### config.mk
export PLATFORM = sky130hd
export DESIGN_NAME = zbus_ioseq_flat
export DESIGN_NICKNAME = d
export VERILOG_FILES = /design/src/rtl/zbus_ioseq_if.sv /design/src/rtl/zbus_ioseq.sv /design/src/flat_wrapper.sv
export SDC_FILE = /design/constraint.sdc
export NUM_CORES = 1
export LEC_CHECK = 0
export ABC_AREA = 1
export BUFFER_PORTS_ARGS = -buffer_cell sky130_fd_sc_hd__clkbuf_2
export CAP_MARGIN = 20
export CELL_PAD_IN_SITES_DETAIL_PLACEMENT = 1
export CELL_PAD_IN_SITES_GLOBAL_PLACEMENT = 1
export CORE_MARGIN = 10
export CORE_UTILIZATION = 35
export CTS_CLUSTER_SIZE = 25
export DETAILED_ROUTE_END_ITERATION = 12
export HOLD_SLACK_MARGIN = 0.12
export PLACE_DENSITY_LB_ADDON = 0.1
export SLEW_MARGIN = 20
export SYNTH_ARGS = -nofsm -noshare
export SYNTH_HDL_FRONTEND = slang
export SYNTH_SLANG_ARGS = --single-unit
### constraint.sdc
create_clock -name fclk -period 3.9 [get_ports fclk]
set_clock_uncertainty 0.05 [all_clocks]
set_input_delay 0.39 -clock fclk [delete_from_list [all_inputs] [get_ports fclk]]
set_output_delay 0.39 -clock fclk [all_outputs]
set_load 0.02 [all_outputs]
### src/rtl/zbus_ioseq_if.sv
// Signal bundle between the Z80/DMA I/O paths, the internal port decoder and
// the ZX-bus pin drivers. The sequencer takes the slave side.
interface zbus_ioseq_if;
    logic        z_req;
    logic        z_rnw;
    logic [15:0] z_addr;
    logic [7:0]  z_wdata;
    logic        d_req;
    logic        d_rnw;
    logic [15:0] d_addr;
    logic [7:0]  d_wdata;
    logic        porthit;
    logic        iorqge1;
    logic        iorqge2;
    logic [7:0]  bus_rdata;
    logic [15:0] bus_addr;
    logic [7:0]  bus_wdata;
    logic        bus_rd;
    logic        bus_wr;
    logic        iorq1_n;
    logic        iorq2_n;
    logic        drive_ff;
    logic        z_ack;
    logic        d_ack;
    logic [7:0]  rdata;
    logic [1:0]  owner;
    logic        busy;

    modport slave (
        input  z_req, z_rnw, z_addr, z_wdata,
        input  d_req, d_rnw, d_addr, d_wdata,
        input  porthit, iorqge1, iorqge2, bus_rdata,
        output bus_addr, bus_wdata, bus_rd, bus_wr, iorq1_n, iorq2_n,
        output drive_ff, z_ack, d_ack, rdata, owner, busy
    );

    modport master (
        output z_req, z_rnw, z_addr, z_wdata,
        output d_req, d_rnw, d_addr, d_wdata,
        output porthit, iorqge1, iorqge2, bus_rdata,
        input  bus_addr, bus_wdata, bus_rd, bus_wr, iorq1_n, iorq2_n,
        input  drive_ff, z_ack, d_ack, rdata, owner, busy
    );
endinterface

### src/rtl/zbus_ioseq.sv
// ZX-bus I/O cycle sequencer: arbitrates Z80/DMA requests, tries the internal
// decoder, then runs the IORQ1/IORQ2 daisy-chain claim and holds the strobes.
module zbus_ioseq #(
    parameter int unsigned SETTLE = 2,
    parameter int unsigned STROBE = 6
) (
    input logic         fclk,
    input logic         rst,
    zbus_ioseq_if.slave bus
);
    typedef enum logic [2:0] {IDLE, DECODE, P1, P2, HOLD, DONE} state_t;

    state_t     state;
    logic [7:0] cnt;
    logic       rnw;
    logic       grant_dma;
    logic       last_dma;
    logic       pick_dma;

    // last_dma resets high so that simultaneous requests go to the Z80 first
    assign pick_dma = bus.d_req && (!bus.z_req || !last_dma);

    always_ff @(posedge fclk) begin
        if (rst) begin
            state         <= IDLE;
            cnt           <= '0;
            rnw           <= 1'b1;
            grant_dma     <= 1'b0;
            last_dma      <= 1'b1;
            bus.bus_addr  <= '0;
            bus.bus_wdata <= '0;
            bus.bus_rd    <= 1'b0;
            bus.bus_wr    <= 1'b0;
            bus.iorq1_n   <= 1'b1;
            bus.iorq2_n   <= 1'b1;
            bus.drive_ff  <= 1'b0;
            bus.z_ack     <= 1'b0;
            bus.d_ack     <= 1'b0;
            bus.rdata     <= 8'hFF;
            bus.owner     <= 2'd0;
            bus.busy      <= 1'b0;
        end else begin
            case (state)
                IDLE: begin
                    if (bus.z_req || bus.d_req) begin
                        grant_dma     <= pick_dma;
                        last_dma      <= pick_dma;
                        bus.bus_addr  <= pick_dma ? bus.d_addr : bus.z_addr;
                        bus.bus_wdata <= pick_dma ? bus.d_wdata : bus.z_wdata;
                        rnw           <= pick_dma ? bus.d_rnw : bus.z_rnw;
                        bus.busy      <= 1'b1;
                        state         <= DECODE;
                    end
                end

                DECODE: begin
                    if (bus.porthit) begin
                        bus.owner <= 2'd0;
                        bus.z_ack <= !grant_dma;
                        bus.d_ack <= grant_dma;
                        state     <= DONE;
                    end else begin
                        bus.iorq1_n <= 1'b0;
                        bus.bus_rd  <= rnw;
                        bus.bus_wr  <= !rnw;
                        cnt         <= 8'(SETTLE);
                        state       <= P1;
                    end
                end

                P1: begin
                    if (cnt == 8'd1) begin
                        if (bus.iorqge1) begin
                            bus.owner <= 2'd1;
                            cnt       <= 8'(STROBE);
                            state     <= HOLD;
                        end else begin
                            bus.iorq2_n <= 1'b0;
                            cnt         <= 8'(SETTLE);
                            state       <= P2;
                        end
                    end else begin
                        cnt <= cnt - 8'd1;
                    end
                end

                P2: begin
                    if (cnt == 8'd1) begin
                        bus.owner    <= bus.iorqge2 ? 2'd2 : 2'd3;
                        bus.drive_ff <= !bus.iorqge2 && rnw;
                        cnt          <= 8'(STROBE);
                        state        <= HOLD;
                    end else begin
                        cnt <= cnt - 8'd1;
                    end
                end

                HOLD: begin
                    if (cnt == 8'd1) begin
                        // only external claims and the free bus reach HOLD
                        if (rnw) begin
                            bus.rdata <= (bus.owner == 2'd3) ? 8'hFF : bus.bus_rdata;
                        end
                        bus.iorq1_n  <= 1'b1;
                        bus.iorq2_n  <= 1'b1;
                        bus.bus_rd   <= 1'b0;
                        bus.bus_wr   <= 1'b0;
                        bus.drive_ff <= 1'b0;
                        bus.z_ack    <= !grant_dma;
                        bus.d_ack    <= grant_dma;
                        state        <= DONE;
                    end else begin
                        cnt <= cnt - 8'd1;
                    end
                end

                DONE: begin
                    bus.z_ack <= 1'b0;
                    bus.d_ack <= 1'b0;
                    bus.busy  <= 1'b0;
                    state     <= IDLE;
                end

                default: begin
                    state <= IDLE;
                end
            endcase
        end
    end
endmodule

### src/flat_wrapper.sv
// flat-port wrapper written by rule: the top's interface ports become plain ports
module zbus_ioseq_flat 
#(
    parameter int unsigned SETTLE = 2,
    parameter int unsigned STROBE = 6
)
  (fclk, rst, bus_z_req, bus_z_rnw, bus_z_addr, bus_z_wdata, bus_d_req, bus_d_rnw, bus_d_addr, bus_d_wdata, bus_porthit, bus_iorqge1, bus_iorqge2, bus_bus_rdata, bus_bus_addr, bus_bus_wdata, bus_bus_rd, bus_bus_wr, bus_iorq1_n, bus_iorq2_n, bus_drive_ff, bus_z_ack, bus_d_ack, bus_rdata, bus_owner, bus_busy);
  zbus_ioseq_if bus_i ();
  input logic fclk;
  input logic rst;
  input wire logic [$bits(bus_i.z_req)-1:0] bus_z_req;
  input wire logic [$bits(bus_i.z_rnw)-1:0] bus_z_rnw;
  input wire logic [$bits(bus_i.z_addr)-1:0] bus_z_addr;
  input wire logic [$bits(bus_i.z_wdata)-1:0] bus_z_wdata;
  input wire logic [$bits(bus_i.d_req)-1:0] bus_d_req;
  input wire logic [$bits(bus_i.d_rnw)-1:0] bus_d_rnw;
  input wire logic [$bits(bus_i.d_addr)-1:0] bus_d_addr;
  input wire logic [$bits(bus_i.d_wdata)-1:0] bus_d_wdata;
  input wire logic [$bits(bus_i.porthit)-1:0] bus_porthit;
  input wire logic [$bits(bus_i.iorqge1)-1:0] bus_iorqge1;
  input wire logic [$bits(bus_i.iorqge2)-1:0] bus_iorqge2;
  input wire logic [$bits(bus_i.bus_rdata)-1:0] bus_bus_rdata;
  output wire logic [$bits(bus_i.bus_addr)-1:0] bus_bus_addr;
  output wire logic [$bits(bus_i.bus_wdata)-1:0] bus_bus_wdata;
  output wire logic [$bits(bus_i.bus_rd)-1:0] bus_bus_rd;
  output wire logic [$bits(bus_i.bus_wr)-1:0] bus_bus_wr;
  output wire logic [$bits(bus_i.iorq1_n)-1:0] bus_iorq1_n;
  output wire logic [$bits(bus_i.iorq2_n)-1:0] bus_iorq2_n;
  output wire logic [$bits(bus_i.drive_ff)-1:0] bus_drive_ff;
  output wire logic [$bits(bus_i.z_ack)-1:0] bus_z_ack;
  output wire logic [$bits(bus_i.d_ack)-1:0] bus_d_ack;
  output wire logic [$bits(bus_i.rdata)-1:0] bus_rdata;
  output wire logic [$bits(bus_i.owner)-1:0] bus_owner;
  output wire logic [$bits(bus_i.busy)-1:0] bus_busy;
  assign bus_i.z_req = bus_z_req;
  assign bus_i.z_rnw = bus_z_rnw;
  assign bus_i.z_addr = bus_z_addr;
  assign bus_i.z_wdata = bus_z_wdata;
  assign bus_i.d_req = bus_d_req;
  assign bus_i.d_rnw = bus_d_rnw;
  assign bus_i.d_addr = bus_d_addr;
  assign bus_i.d_wdata = bus_d_wdata;
  assign bus_i.porthit = bus_porthit;
  assign bus_i.iorqge1 = bus_iorqge1;
  assign bus_i.iorqge2 = bus_iorqge2;
  assign bus_i.bus_rdata = bus_bus_rdata;
  assign bus_bus_addr = bus_i.bus_addr;
  assign bus_bus_wdata = bus_i.bus_wdata;
  assign bus_bus_rd = bus_i.bus_rd;
  assign bus_bus_wr = bus_i.bus_wr;
  assign bus_iorq1_n = bus_i.iorq1_n;
  assign bus_iorq2_n = bus_i.iorq2_n;
  assign bus_drive_ff = bus_i.drive_ff;
  assign bus_z_ack = bus_i.z_ack;
  assign bus_d_ack = bus_i.d_ack;
  assign bus_rdata = bus_i.rdata;
  assign bus_owner = bus_i.owner;
  assign bus_busy = bus_i.busy;
  zbus_ioseq #(.SETTLE(SETTLE), .STROBE(STROBE)) u_core (.fclk(fclk), .rst(rst), .bus(bus_i));
endmodule
-- Word level (Yosys, flattened, before mapping)
Cells that the tools add are included.
- register bits: 56
- input port bits: 65
- output and inout bits: 42
- logic and storage cells: 105
- add/subtract/negate cells: 1
- eq/ne operators: 16
- mux-type cells: 44
- reduce and logical (&&, ||, !) cells: 27
- operator list (kind ; number):
    $mux 8 ; 6
    $pmux 8 s4 ; 1
    $mux 3 ; 7
    $mux 16 ; 1
    $mux 1 ; 15
    $pmux 3 s5 ; 1
    $reduce_and 3->1 ; 5
    $pmux 1 s2 ; 6
    $ne 2x2->1 const B ; 5
    $eq 8x1->1 const B ; 1
    $mux 2 ; 4
    $ne 2x1->1 const B ; 4
    $reduce_and 4->1 ; 2
    $reduce_bool 2->1 ; 4
    $sub 8x1->8 const B ; 1
    $eq 3x2->1 const B ; 2
    $eq 3x3->1 const B ; 2
    $pmux 1 s3 ; 2
    $pmux 2 s3 ; 1
    $reduce_bool 3->1 ; 2
    $logic_not 1->1 ; 5
    $reduce_and 5->1 ; 1
    $reduce_and 2->1 ; 2
    $reduce_bool 4->1 ; 1
    other kinds (5) ; 7

-- Longest topological paths before layout
- depth after elaboration: 4
- gate-level depth with buffers: 10
- depth with buffers taken out: 10

-- Worst setup path before layout
Ideal clock, no wire load.
- path type: register to register
- start: reg u_core.cnt[1]
- end: reg u_core.bus.rdata[0]
- setup time: 130 ps
- data arrival time: 1245 ps
- required time: 3720 ps
- slack: 2475 ps
- cell stages (with the launch flop): 10
- buffers on the path: 0
- period minus slack after synthesis: 1425 ps
- cell sequence: dfxtp_1 > inv_1 > ha_1 > nand2_1 > nor2_4 > nand2_4 > nor2_4 > inv_1 > nand2_1 > nand3_1
- word-level cells in the longest chain between the ends: 2
- RTL lines (item ; line ; source):
    start: declaration ; zbus_ioseq.sv:14 ; logic [7:0] cnt;
    start signal: assignment ; zbus_ioseq.sv:66 ; cnt <= 8'(SETTLE);
    start signal: assignment ; zbus_ioseq.sv:75 ; cnt <= 8'(STROBE);
    start signal: assignment ; zbus_ioseq.sv:79 ; cnt <= 8'(SETTLE);
    $eq 8x1->1 ; zbus_ioseq.sv:99 ; if (cnt == 8'd1) begin
    $reduce_and 3->1 (no line) ; n/a ;
    end signal: assignment ; zbus_ioseq.sv:102 ; bus.rdata <= (bus.owner == 2'd3) ? 8'hFF : bus.bus_rdata;
    end: declaration ; zbus_ioseq_if.sv:34 ; output drive_ff, z_ack, d_ack, rdata, owner, busy
No other way between the ends.
A chain may end at the register's enable or synchronous reset.

-- Final worst setup path
- start: reg u_core.state[0]
- end: reg u_core.bus.bus_addr[2]
- word-level cells in the longest chain between the ends: 2
- RTL lines (item ; line ; source):
    start: declaration ; zbus_ioseq.sv:13 ; state_t state;
    start signal: assignment ; zbus_ioseq.sv:25 ; state <= IDLE;
    start signal: assignment ; zbus_ioseq.sv:52 ; state <= DECODE;
    start signal: assignment ; zbus_ioseq.sv:61 ; state <= DONE;
    $logic_not 3->1 ; zbus_ioseq.sv:43 ; case (state)
    $reduce_and 2->1 (no line) ; n/a ;
    end signal: assignment ; zbus_ioseq.sv:48 ; bus.bus_addr <= pick_dma ? bus.d_addr : bus.z_addr;
    end: declaration ; zbus_ioseq_if.sv:33 ; output bus_addr, bus_wdata, bus_rd, bus_wr, iorq1_n, iorq2_n,
No other way between the ends.

==> results.json <==
{
  "r2r_slack_ns": 1.63,
  "crit_arrival_ns": 2.42,
  "cp_slowest_cell": "nor3_4",
  "start_util_pct": 35.8,
  "end_kind": "flop",
  "viasPerCell": 4.94,
  "cts_max_level": 2,
  "drv_cap": 0,
  "die_h_um": 106,
  "final_layout_size_suffix_gt1_share_pct": 29.0,
  "powerDensity_nw_per_um2": 794,
  "netlist_area_um2": 2580,
  "fp.dieW_um": 106,
  "crit_required_ns": 4.05,
  "crit_path_cell_trace": "nor2_2 > inv_2 > nor3_4 > inv_2 > a21oi_1 > a21oi_1",
  "grt_antenna_before_repair": 0,
  "portBuffers": 106,
  "crit_type": "reg2reg",
  "hold_path.class": "in2reg",
  "p_leak_nw": 1.63,
  "dp_hpwl_um": 6610,
  "timing.fmax_mhz": 441,
  "timing.rr.end": "u_core.bus.bus_addr[2]",
  "max_stage_delay_ns": 0.70,
  "cts.sinks": 56,
  "start_kind": "flop",
  "crit_start": "u_core.state[0]",
  "setup_violations": 0,
  "finalHoldViolCount": 0,
  "clk_pin_slew_worst_paths_ns": 0.10,
  "layout.nets": 535,
  "synth-seq-cells": 56,
  "syn_area_per_cell_um2": 7.04,
  "wire_per_inst_um": 15.3,
  "peakVddDrop_mv": 0.296,
  "min_period_ns": 2.27,
  "wl_um": 8680,
  "area_growth_pct": 29.2,
  "synth_fp_nets": 434,
  "finalMaxSlewViolations": 0,
  "worst_hold_path.endpoint": "u_core.bus.bus_addr[10]",
  "tightest_slew_ns": 0.920,
  "insertion_delay_ns": 0.31,
  "root_buffer": "clkbuf_8",
  "yosysWarnings": 0,
  "ff2ff_path_depth": 6,
  "dr.pass1.iters": 4,
  "grt_pass1_wl_um": 13700,
  "synth_area_leaders": "dfxtp_1, a21oi_1, nand2_1",
  "grt_max_degree": 40,
  "core_region_area_um2": 7210,
  "holdCritStartpoint": "bus_d_addr[10]",
  "yosysTopAreaCell": "dfxtp_1",
  "place_congestion": 0.823,
  "synth_top_area_share_pct": 43.4,
  "n_antenna_cell": 0,
  "clock_path_buffers": 2,
  "cts_tree": "built",
  "min_period_over_period_pct": 58.2,
  "r2r_start": "u_core.state[0]",
  "crit_fanout": 28,
  "pin_count": 107,
  "grtUsageTotal_pct": 14.5,
  "drc": 0,
  "cts_setup_buffers": 0,
  "rsz0062_at_grt": "false",
  "hold_depth": 3,
  "yosysSeqAreaShare_pct": 43.4,
  "ant_nets": 0,
  "dieArea_um2": 11200,
  "synthCells": 367,
  "tns_ns": 0,
  "postCtsHoldBufs": 0,
  "rows": 31,
  "slew_headroom_pct": 38.5,
  "outcome": "completed",
  "drt_iter0_markers": 69,
  "yosysUniqueCellTypes": 28,
  "ctsResizeCount": 0,
  "vias": 2806,
  "dpl.cell_count": 559,
  "grt_pass1_vias": 2884,
  "overflow": 0,
  "numCtsBuffers": 5,
  "final_cells": 568
}
==> routing by layer <==
| metal | GRT usage, % | routed length (um) | up-vias |
|---|---|---|---|
| li1 | - | - | 1426 |
| met1 | 17.2 | 3830 | 1302 |
| met4 | 3.48 | 75 | 0 |
| met2 | 24.0 | 4080 | 72 |
| met5 | 0 | 0 | - |
| met3 | 5.86 | 684 | 6 |
==> worst max-delay path, delay by kind of cell, from the launching register on <==
| kind | cells | cell delay [ns] |
|---|---|---|
| simple gates | 2 | 0.87 |
| buf+inv | 2 | 0.50 |
| flops | 1 | 0.39 |
| compound gates | 2 | 0.33 |
==> synth_stat cells <==
| cell | n |
|---|---|
| a211oi_1 | 1 |
| a21oi_1 | 65 |
| a21oi_2 | 1 |
| buf_2 | 3 |
| clkbuf_1 | 10 |
| clkbuf_2 | 1 |
| clkinv_1 | 1 |
| dfxtp_1 | 56 |
| ha_1 | 2 |
| inv_1 | 22 |
| inv_2 | 6 |
| nand2_1 | 82 |
| nand2_2 | 3 |
| nand2_4 | 1 |
| nand3_1 | 24 |
| nand3_2 | 1 |
| nand3b_1 | 1 |
| nand4_1 | 2 |
| nor2_1 | 27 |
| nor2_2 | 3 |
| nor2_4 | 3 |
| nor3_1 | 1 |
| nor3_4 | 1 |
| o21ai_0 | 45 |
| o21ai_1 | 1 |
| o21ai_2 | 1 |
| o221ai_1 | 1 |
| xor2_1 | 2 |
==> through the flow <==
stage | utilization (%) | instance area, um^2 | hold WS [ns] | worst slack [ns] | power (W)
finish | 46.2 | 3340 | 0.247 | 1.63 | 0.00265
global route | 46.2 | 3340 | 0.249 | 1.33 | 0.00288
CTS | 45.9 | 3310 | 0.243 | 1.64 | 0.00267
detailed placement | 44.2 | 3190 | 0.400 | 1.63 | 0.00225
global placement | 44.2 | 3190 | 0.388 | 1.58 | 0.00223
floorplan | - | 2580 | 0.379 | 2.48 | 0.00185
==> final cells by class <==
| type | count | area, um^2 |
|---|---|---|
| Multi-Input combinational cell | 268 | 1290 |
| Sequential cell | 56 | 1120 |
| Timing Repair Buffer | 108 | 566 |
| Inverter | 29 | 109 |
| Fill cell | 994 | 3880 |
| Tap cell | 99 | 124 |
| Clock buffer | 6 | 82.6 |
| Clock inverter | 2 | 38.8 |
==> power breakdown <==
| part | switching [W] | internal [W] | leakage (nW) | total, W |
|---|---|---|---|---|
| Clock | 0.000202 | 0.000211 | 0.0614 | 0.000412 |
| Combinational | 0.000921 | 0.000423 | 1.11 | 0.00134 |
| Sequential | 0.000130 | 0.000760 | 0.461 | 0.000891 |
| Total | 0.00125 | 0.00139 | 1.63 | 0.00265 |
==> registers in the layout, indices dropped and copies added, names as in the netlist <==
register	flops
u_core.bus.bus_wdata	8
u_core.bus.drive_ff	1
u_core.bus.bus_wr	1
u_core.bus.iorq2_n	1
u_core.grant_dma	1
u_core.bus.rdata	8
u_core.bus.bus_rd	1
u_core.bus.iorq1_n	1
u_core.bus.z_ack	1
u_core.cnt	8
u_core.bus.busy	1
u_core.rnw	1
u_core.bus.bus_addr	16
u_core.state	3
u_core.last_dma	1
u_core.bus.d_ack	1
u_core.bus.owner	2
==> kinds of logic (layout without fill, tap and decap cells) <==
family	count (synthesis)	count (layout)	share of synthesized area (%)
AO/OA/AOI/OAI	115	115	22.8
flip-flops	56	56	43.4
AND/OR/NAND/NOR	149	149	25.7
buffers and inverters	43	145	6.44
adder cells (fa/ha/maj)	2	2	0.969
XOR/XNOR	2	2	0.678
==> cells in the final DEF, fill, tap and decap left out, drive strengths merged <==
| cell type | Yosys | final |
|---|---|---|
| o221ai | 1 | 1 |
| a21oi | 66 | 66 |
| ha | 2 | 2 |
| clkbuf | 11 | 112 |
| nand4 | 2 | 2 |
| bufinv | 0 | 1 |
| o21ai | 47 | 47 |
| dfxtp | 56 | 56 |
| inv | 28 | 27 |
| xor2 | 2 | 2 |
| nand3 | 25 | 25 |
| nand2 | 86 | 86 |
| buf | 3 | 2 |
| clkinv | 1 | 3 |
| a211oi | 1 | 1 |
| nor3 | 2 | 2 |
| nand3b | 1 | 1 |
| nor2 | 33 | 33 |
==> worst max-delay path by stage <==
stage | to | slack [ns]
floorplan | u_core.bus.rdata[0] | 2.48
detailed placement | u_core.bus.bus_wdata[5] | 1.63
global route | u_core.bus.bus_addr[13] | 1.33
finish | u_core.bus.bus_addr[2] | 1.63
global placement | u_core.bus.bus_addr[15] | 1.58
CTS | u_core.bus.bus_wdata[7] | 1.64
Note: power is estimated with default switching activity, not from simulation.
